===== src/rtl/f2sdram_term_pkg.sv =====
// Shared types for the f2sdram safe terminator: FSM state encoding and counter sizing.
// Pure declarations; no logic, no timing.
package f2sdram_term_pkg;

    typedef enum logic [2:0] {
        PASS,
        CMD_HOLD,
        WR_FLUSH,
        RD_DRAIN,
        HALT
    } state_t;

    // Outstanding-beat counter must hold MAX_OUT_BEATS itself, hence the extra bit.
    function automatic int cnt_w(input int max_out_beats);
        return $clog2(max_out_beats) + 1;
    endfunction

endpackage


===== src/rtl/f2sdram_beat_tracker.sv =====
// Remaining write-burst beats and outstanding read beats, plus the read-admission compare.
// Counters update one cycle after the accepted command/beat; rd_stall is combinational.
module f2sdram_beat_tracker
    import f2sdram_term_pkg::*;
#(
    parameter int BURST_W       = 8,
    parameter int MAX_OUT_BEATS = 256,
    parameter int CNT_W         = cnt_w(MAX_OUT_BEATS)
) (
    input  logic               clk,
    input  logic               reset_n,
    input  logic               clear,
    input  logic [BURST_W-1:0] m_burstcount,
    input  logic               wr_acc,
    input  logic               rd_acc,
    input  logic               rd_beat,
    input  logic               s_read,
    input  logic [BURST_W-1:0] s_burstcount,
    output logic               rd_stall,
    output logic [BURST_W-1:0] wr_left_d,
    output logic [CNT_W-1:0]   out_beats_d,
    output logic [CNT_W-1:0]   out_beats_q
);

    logic [BURST_W-1:0] wr_left_q;
    logic [CNT_W:0]     beat_sum;

    function automatic logic [BURST_W-1:0] eff_bc(input logic [BURST_W-1:0] bc);
        return (bc == '0) ? BURST_W'(1) : bc;
    endfunction

    assign rd_stall = s_read &&
        (({1'b0, out_beats_q} + (CNT_W+1)'(eff_bc(s_burstcount))) > (CNT_W+1)'(MAX_OUT_BEATS));

    always_comb begin
        wr_left_d = wr_left_q;
        if (clear) begin
            wr_left_d = '0;
        end else if (wr_acc) begin
            if (wr_left_q == '0) begin
                wr_left_d = eff_bc(m_burstcount) - 1'b1;
            end else begin
                wr_left_d = wr_left_q - 1'b1;
            end
        end
    end

    always_comb begin
        beat_sum = {1'b0, out_beats_q} + (rd_acc ? (CNT_W+1)'(eff_bc(m_burstcount)) : '0);
        // A beat with nothing outstanding is spurious and must not wrap the count.
        if (rd_beat && (beat_sum != '0)) begin
            beat_sum = beat_sum - 1'b1;
        end
        if (clear) begin
            out_beats_d = '0;
        end else if (beat_sum[CNT_W]) begin
            out_beats_d = '1;
        end else begin
            out_beats_d = beat_sum[CNT_W-1:0];
        end
    end

    always_ff @(posedge clk) begin
        if (!reset_n) begin
            wr_left_q   <= '0;
            out_beats_q <= '0;
        end else begin
            wr_left_q   <= wr_left_d;
            out_beats_q <= out_beats_d;
        end
    end

endmodule


===== src/rtl/f2sdram_safe_terminator_mc.sv =====
// Avalon-MM safe terminator between a core master and one HPS f2sdram port.
// Zero-latency pass-through in PASS; on rst_req it finishes every in-flight burst, then parks in HALT.
module f2sdram_safe_terminator_mc
    import f2sdram_term_pkg::*;
#(
    parameter int DATA_W        = 64,
    parameter int ADDR_W        = 29,
    parameter int BURST_W       = 8,
    parameter int MAX_OUT_BEATS = 256,
    parameter int TIMEOUT_CYC   = 65535,
    parameter int BE_W          = DATA_W / 8,
    parameter int CNT_W         = cnt_w(MAX_OUT_BEATS)
) (
    input  logic               clk,
    input  logic               reset_n,
    input  logic               rst_req,
    input  logic [ADDR_W-1:0]  s_address,
    input  logic [BURST_W-1:0] s_burstcount,
    input  logic               s_read,
    input  logic               s_write,
    input  logic [DATA_W-1:0]  s_writedata,
    input  logic [BE_W-1:0]    s_byteenable,
    output logic               s_waitrequest,
    output logic [DATA_W-1:0]  s_readdata,
    output logic               s_readdatavalid,
    output logic [ADDR_W-1:0]  m_address,
    output logic [BURST_W-1:0] m_burstcount,
    output logic               m_read,
    output logic               m_write,
    output logic [DATA_W-1:0]  m_writedata,
    output logic [BE_W-1:0]    m_byteenable,
    input  logic               m_waitrequest,
    input  logic [DATA_W-1:0]  m_readdata,
    input  logic               m_readdatavalid,
    output logic               idle,
    output logic               timeout_err,
    output logic [CNT_W-1:0]   out_beats
);

    localparam int WD_W = $clog2(TIMEOUT_CYC + 1);
    localparam logic [WD_W-1:0] WD_LAST = WD_W'(TIMEOUT_CYC - 1);

    state_t             state_q, state_d, after_cmd;
    logic [WD_W-1:0]    wd_q, wd_d;
    logic               timeout_err_q, timeout_err_d;
    logic [ADDR_W-1:0]  hold_addr_q, hold_addr_d;
    logic [BURST_W-1:0] hold_bc_q, hold_bc_d;
    logic               hold_rd_q, hold_rd_d;
    logic               hold_wr_q, hold_wr_d;
    logic [DATA_W-1:0]  hold_wdat_q, hold_wdat_d;
    logic [BE_W-1:0]    hold_be_q, hold_be_d;

    logic               rd_stall;
    logic               cmd_stalled;
    logic               counting;
    logic               wd_expire;
    logic [BURST_W-1:0] wr_left_d;
    logic [CNT_W-1:0]   out_beats_d;

    f2sdram_beat_tracker #(
        .BURST_W       (BURST_W),
        .MAX_OUT_BEATS (MAX_OUT_BEATS),
        .CNT_W         (CNT_W)
    ) u_tracker (
        .clk           (clk),
        .reset_n       (reset_n),
        .clear         (wd_expire),
        .m_burstcount  (m_burstcount),
        .wr_acc        (m_write && !m_waitrequest),
        .rd_acc        (m_read && !m_waitrequest),
        .rd_beat       (m_readdatavalid),
        .s_read        (s_read),
        .s_burstcount  (s_burstcount),
        .rd_stall      (rd_stall),
        .wr_left_d     (wr_left_d),
        .out_beats_d   (out_beats_d),
        .out_beats_q   (out_beats)
    );

    assign counting    = (state_q == CMD_HOLD) || (state_q == WR_FLUSH) || (state_q == RD_DRAIN);
    assign wd_expire   = counting && (wd_q == WD_LAST);
    assign cmd_stalled = (m_read || m_write) && m_waitrequest;
    assign idle        = (state_q == HALT);
    assign timeout_err = timeout_err_q;
    assign s_readdata  = m_readdata;

    // Master-side drive and slave-side handshake.
    always_comb begin
        m_address       = hold_addr_q;
        m_burstcount    = hold_bc_q;
        m_read          = 1'b0;
        m_write         = 1'b0;
        m_writedata     = hold_wdat_q;
        m_byteenable    = hold_be_q;
        s_waitrequest   = 1'b1;
        s_readdatavalid = 1'b0;
        case (state_q)
            PASS: begin
                m_address    = s_address;
                m_burstcount = s_burstcount;
                m_read       = s_read && !rd_stall;
                m_write      = s_write;
                m_writedata  = s_writedata;
                m_byteenable = s_byteenable;
                // The rst_req cycle keeps the master side stable but hides it from the core.
                if (!rst_req) begin
                    s_waitrequest   = m_waitrequest || rd_stall;
                    s_readdatavalid = m_readdatavalid;
                end
            end
            CMD_HOLD: begin
                m_read  = hold_rd_q;
                m_write = hold_wr_q;
            end
            WR_FLUSH: begin
                m_write      = 1'b1;
                m_writedata  = '0;
                m_byteenable = '0;
            end
            default: ;
        endcase
    end

    always_comb begin
        state_d       = state_q;
        timeout_err_d = timeout_err_q;
        hold_addr_d   = hold_addr_q;
        hold_bc_d     = hold_bc_q;
        hold_rd_d     = hold_rd_q;
        hold_wr_d     = hold_wr_q;
        hold_wdat_d   = hold_wdat_q;
        hold_be_d     = hold_be_q;
        after_cmd     = HALT;

        if (wr_left_d != '0) begin
            after_cmd = WR_FLUSH;
        end else if (out_beats_d != '0) begin
            after_cmd = RD_DRAIN;
        end

        case (state_q)
            PASS: begin
                if (rst_req) begin
                    hold_addr_d = m_address;
                    hold_bc_d   = m_burstcount;
                    hold_rd_d   = m_read;
                    hold_wr_d   = m_write;
                    hold_wdat_d = m_writedata;
                    hold_be_d   = m_byteenable;
                    state_d     = cmd_stalled ? CMD_HOLD : after_cmd;
                end
            end
            CMD_HOLD: begin
                if (!m_waitrequest) begin
                    state_d = after_cmd;
                end
            end
            WR_FLUSH: begin
                if (wr_left_d == '0) begin
                    state_d = (out_beats_d != '0) ? RD_DRAIN : HALT;
                end
            end
            RD_DRAIN: begin
                if (out_beats_d == '0) begin
                    state_d = HALT;
                end
            end
            HALT: begin
                if (!rst_req) begin
                    state_d = PASS;
                end
            end
            default: state_d = PASS;
        endcase

        if (wd_expire) begin
            timeout_err_d = 1'b1;
            state_d       = HALT;
        end

        wd_d = (counting && (state_d == state_q)) ? wd_q + WD_W'(1) : '0;
    end

    always_ff @(posedge clk) begin
        if (!reset_n) begin
            state_q       <= PASS;
            wd_q          <= '0;
            timeout_err_q <= 1'b0;
            hold_addr_q   <= '0;
            hold_bc_q     <= '0;
            hold_rd_q     <= 1'b0;
            hold_wr_q     <= 1'b0;
            hold_wdat_q   <= '0;
            hold_be_q     <= '0;
        end else begin
            state_q       <= state_d;
            wd_q          <= wd_d;
            timeout_err_q <= timeout_err_d;
            hold_addr_q   <= hold_addr_d;
            hold_bc_q     <= hold_bc_d;
            hold_rd_q     <= hold_rd_d;
            hold_wr_q     <= hold_wr_d;
            hold_wdat_q   <= hold_wdat_d;
            hold_be_q     <= hold_be_d;
        end
    end

endmodule


===== config.mk =====
export PLATFORM = sky130hd
export DESIGN_NAME = f2sdram_safe_terminator_mc
export DESIGN_NICKNAME = d
export VERILOG_FILES = /design/src/rtl/f2sdram_term_pkg.sv /design/src/rtl/f2sdram_beat_tracker.sv /design/src/rtl/f2sdram_safe_terminator_mc.sv
export SDC_FILE = /design/constraint.sdc
export NUM_CORES = 1
export LEC_CHECK = 0
export ABC_AREA = 1
export CAP_MARGIN = 30
export CORE_ASPECT_RATIO = 1.4
export CORE_MARGIN = 2
export CORE_UTILIZATION = 45
export CTS_CLUSTER_SIZE = 30
export DETAILED_ROUTE_END_ITERATION = 7
export PLACE_DENSITY = 0.89
export SYNTH_ARGS = -nofsm -noshare
export SYNTH_HDL_FRONTEND = slang
export SYNTH_SLANG_ARGS = --single-unit

===== constraint.sdc =====
create_clock -name clk -period 15.9 [get_ports clk]
set_input_delay 2.385 -clock clk [delete_from_list [all_inputs] [get_ports clk]]
set_output_delay 2.385 -clock clk [all_outputs]
set_load 0.05 [all_outputs]

==> results.ini <==
[synthesis]
avgSynthCellArea_um2 = 6.70
async_reset_ff_share_pct = 0
ys_types = 49
syn_area_um2 = 9010
synth_cells = 1345
synth_seq_cells = 148
yosys_warnings = 0
synth_ff_type = dfxtp_1
syn_nets = 1548
ys_seq_area_share_pct = 32.9
synth-edff-count = 0

[die]
fp.coreArea_um2 = 19800
die-area_um2 = 21200
die_y_um = 171
start_util_pct = 45.6
io_pins = 368
fp.dieW_um = 124
fp-row-count = 61

[power_and_ir_drop]
p_seq_share_pct = 21.4
p_per_area_nw_per_um2 = 202
clockPowerShare_pct = 16.7
max-vdd-ir-drop_mv = 0.112
p_sw_mw = 1.22
power.internal_mw = 1.12
pwr-share-comb_pct = 61.9
p_leak_nw = 4.96
switching_share_pct = 52.1

[placed_design]
place_inst = 1711
dpl_cell_area_um2 = 11000
gp_congestion = 0.935
portBuffers = 239
post-place-ws_ps = 7170
hpwlAfterDp_um = 18900

[clock_network]
postCtsHoldBufs = 0
clkLatencyLatePin_ps = 420
post_cts_buffers = 0
cts_max_path_buffers = 2
cts_buffers = 17
clock-sinks = 148
cts_tree = done
path_clk_slew_ps = 60
cts_root_buf = clkbuf_16
cts_max_level = 4
cts_resized = 0

[cells_and_area]
multiInputGateArea_um2 = 4560
fin_cells = 1749
regArea_um2 = 2960
final_cell_mix = nand2_1, clkdlybuf4s50_1, inv_1, o21ai_0, dfxtp_1
syn_to_final_growth_pct = 28.8
drive_gt1_share_pct = 5.90
fillerInstances = 1777
nets = 1681
final_common_cell = nand2_1
postLayoutCellArea_um2 = 11600

[sta]
finalSetupViolCount = 0
skew_ps = 7.63
fin_crit_sh_pct = 52.5
hold_viol_final = 0
max_freq_ghz = 0.120
rsz0062_at_grt = false
timing.final.ws_setup_ps = 7550
slew_headroom_pct = 34.9
layout_min_cycle_time_ps = 8350
finalSetupTns_ps = 0
slew_violations = 0
worstMarginPinSlew_ps = 976
whs_ps = 449

[routing]
drt-initial-drc-count = 374
routed_via_density = 5.16
via_count = 9020
avgRoutedWirePerCell_um = 15.0
drc = 0
firstDrtPassIters = 5
ant_nets = 0
wl_um = 26300

[flow_run]
maxCapViolations = 0

[global_routing]
grt_max_degree = 109
grt_overflow_total = 0
grt_pass1_wl_um = 41500
grt_pass1_vias = 8635
antenna_found_initial = 4
grt_usage_pct = 24.7

[critical_path]
crit_path_frequent_cell = nand2_1
ff2ff_path_depth = 32
slowest_stage = clkdlybuf4s50_1
crit_required_ps = 16250
worstSetupStartpointType = primary input
critical-path-max-stage-delay_ps = 590
end_kind = flip-flop
crit_fanout = 16
worstPathArrival_ps = 8690
criticalPathCategory = primary input to flip-flop

[run_status]
status = finished clean

[min_path]
whs_path_depth = 2
hp-class = flip-flop to flip-flop

flip-flops by register name, indices dropped and copies added (netlist names), 3 cells and up:
| signal | cells |
|---|---|
| hold_addr_q | 29 |
| hold_bc_q | 8 |
| hold_be_q | 8 |
| hold_wdat_q | 64 |
| state_q | 3 |
| u_tracker.out_beats_q | 9 |
| u_tracker.wr_left_q | 8 |
| wd_q | 16 |
layout make-up:
type / count / area share [%]
diodes: 6 / 0.129
clock inverters: 15 / 1.26
flip-flops and latches: 148 / 25.5
inverters: 194 / 6.36
multi-input cells: 872 / 39.3
well taps: 252 / 2.72
clock buffers: 17 / 3.67
repair buffers: 245 / 21.0
layer usage:
layer | wire, um | part of all wire (%) | track usage (%)
met5 | 14 | 0.053 | 0
met4 | 1510 | 5.7 | 16.5
met3 | 2140 | 8.1 | 8.02
met2 | 12600 | 48 | 41.6
met1 | 10000 | 38 | 26.0
kinds of logic (layout without fill, tap and decap cells):
kind of cell               count (synthesis)  after routing  share of synthesized area (%)
other                                      0              6                              0
xor gates and xnor gates                  23             23                           2.24
DFF                                      148            148                           32.9
adders and majority gates                 23             23                           3.36
and+or+nand+nor                          520            520                           25.3
buffers and inverters                    325            471                           16.5
AOI/OAI and AO/OA                        306            306                           19.7
cells in the mapped netlist, types with 2 or more instances:
library cell	count	area share (%)
nand2_2	7	0.49
inv_4	2	0.14
nor2_2	6	0.42
nand2_4	2	0.25
a21oi_2	4	0.39
a211oi_1	72	6.0
nand4_1	12	0.83
dfxtp_1	148	33
inv_2	5	0.21
nand3_1	51	2.8
nand3_2	2	0.22
inv_1	184	7.7
o21ai_1	10	0.56
buf_1	6	0.25
fa_1	2	0.44
o21ai_2	2	0.19
clkbuf_1	58	2.4
a21oi_1	60	3.3
ha_1	21	2.9
buf_4	64	5.3
nor2_1	146	6.1
and2_1	3	0.21
nor2_4	11	1.4
nand2_1	261	11
o21ai_0	149	8.3
o21bai_1	2	0.17
xnor2_1	6	0.58
nor3_1	10	0.56
xor2_1	17	1.7
clkinv_1	3	0.12
worst max-delay path, delay by kind of cell:
kind	cells	cell delay [ps]
AOI/OAI and AO/OA	6	840
adders and majority gates	4	1290
buffers and inverters	3	740
and+or+nand+nor	28	3430
through the flow:
step,total power [mW],utilization [%]
after floorplan,1.58,-
after global routing,2.50,58.7
after detailed placement,1.94,55.7
final,2.34,58.7
after CTS,2.35,58.6
after global placement,1.93,55.7
power by group through the flow:
stage	clock [mW]	sequential, mW	combinational (mW)
3_5_place_dp	0	0.509	1.44
4_1_cts	0.397	0.501	1.45
2_1_floorplan	0	0.531	1.05
3_3_place_gp	0	0.506	1.42
6_report	0.391	0.502	1.45
5_1_grt	0.414	0.509	1.57
final timing paths:
path / start / slack, ps / endpoint
setup / recovery: s_burstcount[1] / 7550 / wd_q[15]
hold / removal: hold_addr_q[24] / 450 / hold_addr_q[24]
setup reg to reg: state_q[2] / 9790 / wd_q[15]
hold reg to reg: hold_addr_q[24] / 450 / hold_addr_q[24]
Power figures use the tool's default switching activity.
